$ cat config.mk
export PLATFORM = sky130hd
export DESIGN_NAME = uart_tx_driver
export DESIGN_NICKNAME = d
export VERILOG_FILES = /design/src/rtl/uart_tx_driver.sv
export SDC_FILE = /design/constraint.sdc
export NUM_CORES = 1
export LEC_CHECK = 0
export BUFFER_PORTS_ARGS = -buffer_cell sky130_fd_sc_hd__buf_2
export CAP_MARGIN = 5
export CORE_UTILIZATION = 50
export CTS_BUF_LIST = sky130_fd_sc_hd__clkbuf_16
export DETAILED_ROUTE_END_ITERATION = 16
export PLACE_DENSITY = 0.7
export SYNTH_ARGS = -nofsm -noshare
export SYNTH_HDL_FRONTEND = slang
export SYNTH_SLANG_ARGS = --single-unit
$ cat constraint.sdc
create_clock -name clk -period 3.7 [get_ports clk]
set_input_delay 0.37 -clock clk [delete_from_list [all_inputs] [get_ports clk]]
set_output_delay 0.37 -clock clk [all_outputs]
set_load 0.03 [all_outputs]
$ cat src/rtl/uart_tx_driver.sv
// rtl/uart_tx_driver.sv - 8N1 serial transmitter with a small byte FIFO, driving the chip ser_rx pin
// Define UART_TX_PARITY_EN to insert an even-parity bit between the data bits and the stop bit.
module uart_tx_driver #(
  parameter int CLKS_PER_BIT = 106,
  parameter int FIFO_DEPTH   = 4,
  parameter int FIFO_AW      = 2
) (
  input  logic               clk,
  input  logic               resetn,
  input  logic               in_valid,
  input  logic [7:0]         in_data,
  output logic               in_ready,
  output logic               ser_rx,
  output logic               busy,
  output logic               tx_done,
  output logic [FIFO_AW:0]   fifo_level
);

  localparam int BAUD_W = $clog2(CLKS_PER_BIT);
  localparam logic [BAUD_W-1:0]  BAUD_LAST  = BAUD_W'(CLKS_PER_BIT - 1);
  localparam logic [FIFO_AW:0]   LEVEL_FULL = (FIFO_AW + 1)'(FIFO_DEPTH);

  localparam logic [2:0] S_IDLE   = 3'd0;
  localparam logic [2:0] S_START  = 3'd1;
  localparam logic [2:0] S_DATA   = 3'd2;
  localparam logic [2:0] S_STOP   = 3'd3;
`ifdef UART_TX_PARITY_EN
  localparam logic [2:0] S_PARITY = 3'd4;
`endif

  logic [2:0]         r_state;
  logic [BAUD_W-1:0]  r_baud;
  logic [2:0]         r_bit_cnt;
  logic [7:0]         r_sh;
  logic               r_ser_rx;
  logic               r_resetn_q;
  logic [FIFO_AW-1:0] r_wr_ptr;
  logic [FIFO_AW-1:0] r_rd_ptr;
  logic [FIFO_AW:0]   r_level;
  logic [7:0]         r_mem [FIFO_DEPTH];
`ifdef UART_TX_PARITY_EN
  logic               r_parity;
`endif

  logic       w_push;
  logic       w_pop;
  logic       w_bit_end;
  logic       w_stop_end;
  logic [7:0] w_head;

  assign w_bit_end  = (r_baud == BAUD_LAST);
  assign w_stop_end = (r_state == S_STOP) && w_bit_end;
  // The head is popped straight into the shifter, so back-to-back frames need no gap cycle.
  assign w_pop      = (r_level != '0) && ((r_state == S_IDLE) || w_stop_end);
  assign w_push     = in_valid && in_ready;
  assign w_head     = r_mem[r_rd_ptr];

  assign in_ready   = r_resetn_q && (r_level != LEVEL_FULL);
  assign ser_rx     = r_ser_rx;
  assign busy       = (r_state != S_IDLE) || (r_level != '0);
  assign tx_done    = w_stop_end;
  assign fifo_level = r_level;

  always_ff @(posedge clk) begin
    if (!resetn) begin
      r_resetn_q <= 1'b0;
      r_wr_ptr   <= '0;
      r_rd_ptr   <= '0;
      r_level    <= '0;
    end else begin
      r_resetn_q <= 1'b1;
      if (w_push) r_wr_ptr <= r_wr_ptr + 1'b1;
      if (w_pop)  r_rd_ptr <= r_rd_ptr + 1'b1;
      if (w_push && !w_pop)      r_level <= r_level + 1'b1;
      else if (!w_push && w_pop) r_level <= r_level - 1'b1;
    end
  end

  always_ff @(posedge clk) begin
    if (resetn && w_push) r_mem[r_wr_ptr] <= in_data;
  end

  always_ff @(posedge clk) begin
    if (!resetn) begin
      r_state   <= S_IDLE;
      r_baud    <= '0;
      r_bit_cnt <= '0;
      r_sh      <= '0;
      r_ser_rx  <= 1'b1;
`ifdef UART_TX_PARITY_EN
      r_parity  <= 1'b0;
`endif
    end else if (w_pop) begin
      r_state  <= S_START;
      r_baud   <= '0;
      r_sh     <= w_head;
      r_ser_rx <= 1'b0;
`ifdef UART_TX_PARITY_EN
      r_parity <= ^w_head;
`endif
    end else begin
      case (r_state)
        S_IDLE: begin
          r_baud   <= '0;
          r_ser_rx <= 1'b1;
        end
        S_START: begin
          if (w_bit_end) begin
            r_baud    <= '0;
            r_bit_cnt <= '0;
            r_ser_rx  <= r_sh[0];
            r_state   <= S_DATA;
          end else begin
            r_baud <= r_baud + 1'b1;
          end
        end
        S_DATA: begin
          if (w_bit_end) begin
            r_baud <= '0;
            if (r_bit_cnt == 3'd7) begin
`ifdef UART_TX_PARITY_EN
              r_state  <= S_PARITY;
              r_ser_rx <= r_parity;
`else
              r_state  <= S_STOP;
              r_ser_rx <= 1'b1;
`endif
            end else begin
              r_sh      <= {1'b0, r_sh[7:1]};
              r_ser_rx  <= r_sh[1];
              r_bit_cnt <= r_bit_cnt + 3'd1;
            end
          end else begin
            r_baud <= r_baud + 1'b1;
          end
        end
`ifdef UART_TX_PARITY_EN
        S_PARITY: begin
          if (w_bit_end) begin
            r_baud   <= '0;
            r_ser_rx <= 1'b1;
            r_state  <= S_STOP;
          end else begin
            r_baud <= r_baud + 1'b1;
          end
        end
`endif
        S_STOP: begin
          if (w_bit_end) begin
            r_baud   <= '0;
            r_ser_rx <= 1'b1;
            r_state  <= S_IDLE;
          end else begin
            r_baud <= r_baud + 1'b1;
          end
        end
        default: begin
          r_state  <= S_IDLE;
          r_baud   <= '0;
          r_ser_rx <= 1'b1;
        end
      endcase
    end
  end

endmodule

==> summary.md, run 1 <==
| Metric | Value |
|---|---|
| Yosys top cell by area | `edfxtp_1` |
| Starting density of the core | `0.530` |
| Multi-input gate area | `0.00106 mm^2` |
| Die width | `76.3 um` |
| Post_cts resized | `0` |
| Area growth syn-to-layout | `13.8%` |
| Critical path type | `reg2reg` |
| WP data required | `3.94 ns` |
| Post-Layout Cell Count | `305` |
| Worst Tran Pin Value | `0.759 ns` |
| Worst Clk Skew | `0.00925 ns` |
| Core ar. | `0.00520 mm^2` |
| Post-synth top area share | `0.348` |
| Crit path largest cell delay | `0.50 ns` |
| Placed Instances | `289` |
| Final GP Congestion | `0.741` |
| Tmin final | `2.81 ns` |
| Crit path buf inv count | `2` |
| PortBufs | `17` |
| Reg clk slew, reported paths | `0.05 ns` |
| Number of synthesized flops with an enable pin | `32` |
| Yosys Warn Count | `0` |
| Number of vias in the routed layout | `1582` |
| Wire per inst | `14.6 um` |
| First-pass iteration count of the detailed router | `4` |
| Antenna violations before repair | `0` |
| Io pins | `18` |
| Root Driver | `clkbuf_16` |
| GRT Total Usage | `0.176` |
| Setup slack, reg-to-reg | `0.89 ns` |
| Crit path launch type | `flip-flop` |
| CP arrival | `3.04 ns` |
| Clk_lat worst skew | `0.33 ns` |
| CTS Buf Count | `9` |
| Iter 0 DRT Violations | `103` |
| Flops & latches, synth | `63` |
| Final Hold Vio Count | `0` |
| Cell Area, Synth | `0.00276 mm^2` |
| Fillcell total | `421` |
| Final setup fails | `0` |
| Setup TNS | `0 ns` |
| Final Max Tran Viols | `0` |
| Average cell area after synthesis | `12.9 um^2` |
| Delay-heaviest family, CP | `adder cells` |
| Share of layout cells above drive strength 1 | `0.179` |
| Number of diodes | `0` |
| Cells after Synth | `213` |
| Die area | `0.00582 mm^2` |
| Antenna Nets Post-Route | `0` |
| H-tree depth | `3` |
| First-pass GRT wire length | `7590 um` |
| DRC | `0` |
| Rel. slew slack | `0.493` |
| FP Rows | `26` |
| Worst path slowest cell | `a31oi_4` |
| Ranking of synthesized cells by area | `edfxtp_1 35%, dfxtp_1 23%, mux4_2 6.5%, ha_1 5.9%, mux2i_1 4.7%` |
| Gr ovfl total | `0` |
| Final #Nets | `255` |
| Max-cap violations | `0` |
| Unrepaired setup endpoints after global routing | `false` |
| CP endpoint kind | `flip-flop` |
| Leak Pwr | `0.00126 uW` |
| Routed WL | `4470 um` |
| Synthesized net count | `238` |
| Period utilization | `0.758` |
| Count leader, synth | `edfxtp_1` |
| VDD IR-drop max | `439 uV` |
| Max Fclk | `356 MHz` |
| Distinct cell type count after synthesis | `38` |
| Synth top cells by count | `32 x edfxtp_1, 31 x dfxtp_1, 23 x nor2_1` |
| CTS Sinks | `63` |
| Largest net degree at the start of global routing | `23` |
| CP Max Fanout | `22` |
| CTS max path bufs | `2` |
| PD cells | `707 mW/mm^2` |
| Async SR Flop Fraction | `0` |
| Hold_buf cts | `0` |
| Register area | `0.00158 mm^2` |
| Post-DP HPWL | `2950 um` |
| Pwr Total | `2220 uW` |
| Sequential fraction of the synthesis area | `0.574` |
| CTS tree | `yes` |
| Outcome | `completed` |
| Most used flip-flop cell after synthesis | `edfxtp_1` |
| Post-CTS Setup Bufs | `0` |
| CP Cell Sequence | `inv_1, ha_1, and4b_1, a31oi_4, ha_1, inv_1, fa_1, xor2_1, or3_1, a21oi_1` |
| Hold Crit Class | `in2reg` |
| Die H | `76.3 um` |
| Vias in the first global route | `1586` |
| Vias/cell | `5.19` |
==> cell families (layout without fill, tap and decap cells) <==
family | after synthesis | count (layout) | share of synthesized area
flip-flops | 63 | 63 | 0.574
AO/OA/AOI/OAI | 27 | 27 | 0.0758
adder cells (fa/ha/maj) | 14 | 14 | 0.0662
AND/OR/NAND/NOR | 57 | 57 | 0.103
buffers and inverters | 22 | 44 | 0.0408
multiplexers | 21 | 21 | 0.113
XOR/XNOR | 9 | 9 | 0.0286
==> through the flow <==
stage	setup WS, ns	cell area [um^2]	hold WS, ns	utilization
global placement	1.02	2860	0.448	0.549
finish	0.895	3140	0.259	0.603
CTS	0.895	3140	0.249	0.603
global route	0.675	3140	0.254	0.603
floorplan	1.27	2760	0.398	-
detailed placement	0.899	2860	0.458	0.549
==> sequential cells by signal, summed over array words and instances (netlist names), named ones only <==
name	cells
fifo_level	3
r_mem	32
r_bit_cnt	3
r_state	2
ser_rx	1
r_resetn_q	1
r_baud	7
r_wr_ptr	2
r_rd_ptr	2
r_sh	8
==> cells in the final DEF, fill, tap and decap left out, types with 8 or more instances in the layout <==
cell / netlist / final
buf_2: 3 / 17
clkbuf_16: 0 / 9
dfxtp_1: 31 / 31
edfxtp_1: 32 / 32
ha_1: 13 / 13
inv_1: 10 / 11
mux2i_1: 13 / 13
mux4_2: 8 / 8
nand3_1: 11 / 11
nor2_1: 23 / 23
==> where the power goes <==
group	total (uW)	internal (uW)	switching, uW	leakage, uW
clock network	781	508	273	0.000143
registers	899	819	79.6	0.000543
logic	539	237	302	0.000579
==> worst register-to-register path, delay by kind of cell, from the launching register on <==
| family | cells | cell delay, ns |
|---|---|---|
| xor+xnor | 1 | 0.16 |
| flops | 1 | 0.34 |
| simple gates | 2 | 0.63 |
| buf+inv | 2 | 0.11 |
| compound gates | 2 | 0.64 |
| fa+ha+maj | 3 | 0.84 |
==> layout make-up <==
type | instances | area share
Inverter | 11 | 0.0132
Tap cell | 70 | 0.0279
Sequential cell | 63 | 0.504
Timing Repair Buffer | 17 | 0.0271
Clock inverter | 7 | 0.0175
Clock buffer | 9 | 0.0717
Multi-Input combinational cell | 128 | 0.339
==> final timing paths <==
check	depth (start not counted)	start	end
worst min register to register	1	r_baud[0]	r_baud[0]
worst min-delay path	1	in_data[5]	r_mem[0][5]
worst max register to register	10	r_baud[1]	fifo_level[2]
worst max-delay path	10	r_baud[1]	fifo_level[2]
==> per-layer routing <==
layer / vias up / share of wire / GRT usage
li1: 808 / - / -
met1: 749 / 0.49 / 0.228
met2: 20 / 0.46 / 0.258
met3: 5 / 0.030 / 0.0719
met4: 0 / 0.013 / 0.0808
met5: - / 0 / 0
(Power assumes the default switching activity.)
==> inputs of run 2 (changes only) <==
==> constraint.sdc (replaced) <==
create_clock -name clk -period 2.8 [get_ports clk]
set_input_delay 0.28 -clock clk [delete_from_list [all_inputs] [get_ports clk]]
set_output_delay 0.28 -clock clk [all_outputs]
set_load 0.03 [all_outputs]
==> run 2 against run 1 <==
Net effect:
- count of clock-buffer cells in the layout is the same
- setup slack worse by 0.46 ns
- final area up 0.80%
- via count up 1.3%
- non-clock buffer count up 2
- clock skew shrank 0.0042 ns
- critical path type unchanged
==> summary.md, run 2 (synthesis results as in run 1) <==
| Metric | Value |
|---|---|
| Setup slack, reg-to-reg | `0.44 ns (-0.46 ns)` |
| Critical path type | `reg2reg` |
| Setup TNS | `0 ns (unchanged)` |
| Reg2reg end | `fifo_level[2]` |
| WP data required | `3.04 ns (-0.90 ns)` |
| Worst Clk Skew | `0.00509 ns (-0.00415 ns)` |
| Antenna violations before repair | `0 (unchanged)` |
| CP endpoint kind | `flip-flop` |
| Hold Crit Class | `in2reg` |
| Post-CTS Setup Bufs | `0 (unchanged)` |
| CP startpoint | `r_baud[1]` |
| Die width | `76.3 um (unchanged)` |
| Outcome | `completed` |
| H-tree depth | `3 (unchanged)` |
| Commonest non-fill, non-tap cell in the layout | `edfxtp_1` |
| Register area | `0.00158 mm^2 (unchanged)` |
| Gr ovfl total | `0 (unchanged)` |
| First-pass iteration count of the detailed router | `4 (unchanged)` |
| Largest net degree at the start of global routing | `22 (-4.3%)` |
| Die H | `76.3 um (unchanged)` |
| Final Max Tran Viols | `0 (unchanged)` |
| Vias in the first global route | `1522 (-4.0%)` |
| Max FFs per register | `32 (unchanged)` |
| FP Rows | `26 (unchanged)` |
| CTS Sinks | `63 (unchanged)` |
| Clk_lat worst skew | `0.32 ns (about the same)` |
| Leak Pwr | `0.00128 uW (+1.1%)` |
| Post_cts resized | `0 (unchanged)` |
| Share of layout cells above drive strength 1 | `0.198 (+0.0196)` |
| Worst path slowest cell | `fa_1` |
| Final GP Congestion | `0.760 (+2.6%)` |
| CP Max Fanout | `8 (-64%)` |
| Final setup fails | `0 (unchanged)` |
| CP Cell Sequence | `inv_1, ha_1, and4b_1, a31oi_4, ha_1, inv_1, fa_1, xor2_1, or3_1, a21oi_1` |
| PD cells | `938 mW/mm^2 (+33%)` |
| Vias/cell | `5.22 (+0.60%)` |
| Tmin final | `2.36 ns (-0.441 ns)` |
| DRC | `0 (unchanged)` |
| Number of vias in the routed layout | `1602 (+1.3%)` |
| First-pass GRT wire length | `7430 um (-2.1%)` |
| Max Fclk | `423 MHz (+19%)` |
| Routed WL | `4360 um (-2.5%)` |
| Path depth of the worst reg2reg path | `10 (unchanged)` |
| Largest Register | `r_mem` |
| Number of diodes | `0 (unchanged)` |
| Starting density of the core | `0.530 (unchanged)` |
| GRT Total Usage | `0.170 (-0.00644)` |
| Io pins | `18 (unchanged)` |
| Reg clk slew, reported paths | `0.05 ns (about the same)` |
| Period utilization | `0.844 (+0.0861)` |
| Largest registers | `r_mem x32, r_sh x8, r_baud x7` |
| PortBufs | `17 (unchanged)` |
| Worst r2r src | `r_baud[1]` |
| Worst Tran Pin Value | `0.550 ns (-0.208 ns)` |
| Multi-input gate area | `0.00106 mm^2 (unchanged)` |
| VDD IR-drop max | `567 uV (+29%)` |
| Unrepaired setup endpoints after global routing | `false` |
| CTS tree | `yes` |
| Wire per inst | `14.2 um (-3.1%)` |
| Core ar. | `0.00520 mm^2 (unchanged)` |
| Rel. slew slack | `0.633 (+0.140)` |
| Crit path launch type | `flip-flop` |
| Max-cap violations | `0 (unchanged)` |
| Area growth syn-to-layout | `14.7%` |
| Final #Nets | `257 (+0.78%)` |
| Commonest cells after routing, fill and taps aside | `32 x edfxtp_1, 31 x dfxtp_1, 23 x nor2_1, 17 x buf_2` |
| Pwr Total | `2970 uW (+34%)` |
| Fillcell total | `410 (-2.6%)` |
| Antenna Nets Post-Route | `0 (unchanged)` |
| Crit path capture | `fifo_level[2]` |
| CP arrival | `2.60 ns (-0.44 ns)` |
| Root Driver | `clkbuf_16` |
| Iter 0 DRT Violations | `89 (-14%)` |
| Post-DP HPWL | `2880 um (-2.6%)` |
| Hold_buf cts | `0 (unchanged)` |
| CTS Buf Count | `9 (unchanged)` |
| Die area | `0.00582 mm^2 (unchanged)` |
| Final Hold Vio Count | `0 (unchanged)` |
| CTS max path bufs | `2 (unchanged)` |
| Crit path largest cell delay | `0.37 ns (-0.13 ns)` |
## run 2: cell count changes in the layout (fill, tap and decap cells not counted), sizes merged
| cell | before | now |
|---|---|---|
| clkinv | 6 | 5 |
| clkinvlp | 0 | 1 |
| buf | 17 | 19 |
## run 2: where the power goes
part / internal [uW] / total, uW / leakage, uW / switching, uW
Clock: 681 / 1060 / 0.000146 / 376
Combinational: 324 / 722 / 0.000589 / 398
Sequential: 1080 / 1190 / 0.000543 / 108
Total: 2090 / 2970 / 0.00128 / 883
## run 2: worst min path at each step
stage | start | end | slack [ns] | cells after the start
after global placement | r_baud[0] | r_baud[0] | 0.45 | 1
after global routing | in_data[4] | r_mem[2][4] | 0.17 | 1
after CTS | in_data[4] | r_mem[2][4] | 0.16 | 1
after floorplan | resetn | r_resetn_q | 0.31 | 0
final | in_data[0] | r_mem[1][0] | 0.17 | 1
after detailed placement | r_baud[0] | r_baud[0] | 0.45 | 1
## run 2: cell type report
class                           count  area share
Sequential cell                    63       0.500
Clock inverter                      7      0.0206
Timing Repair Buffer               19      0.0316
Clock buffer                        9      0.0712
Multi-Input combinational cell    128       0.336
Tap cell                           70      0.0277
Inverter                           11      0.0130
## run 2: metal layers
layer | vias to the layer above | part of all wire | GRT usage | wire length, um
li1 | 812 | - | - | -
met1 | 760 | 0.49 | 0.234 | 2130
met2 | 24 | 0.47 | 0.248 | 2030
met3 | 6 | 0.029 | 0.0359 | 126
met4 | 0 | 0.015 | 0.0981 | 66
met5 | - | 0 | 0 | 0
## run 2: worst max-delay path: cells and delay by family, from the launching register on
family          cells  cell delay [ns]
compound gates      2             0.31
flops               1             0.34
buf+inv             2             0.12
simple gates        2             0.61
xor+xnor            1             0.16
fa+ha+maj           3             0.74
## run 2: metrics by stage
step / hold slack (ns) / area [um^2] / util / cells / worst slack [ns]
2_1_floorplan: 0.308 / 2760 / - / 213 / 0.372
3_5_place_dp: 0.455 / 2870 / 0.552 / 291 / 0.451
3_3_place_gp: 0.448 / 2870 / 0.552 / 291 / 0.524
4_1_cts: 0.164 / 3160 / 0.608 / 307 / 0.431
6_report: 0.172 / 3160 / 0.608 / 307 / 0.436
5_1_grt: 0.173 / 3160 / 0.608 / 307 / 0.262
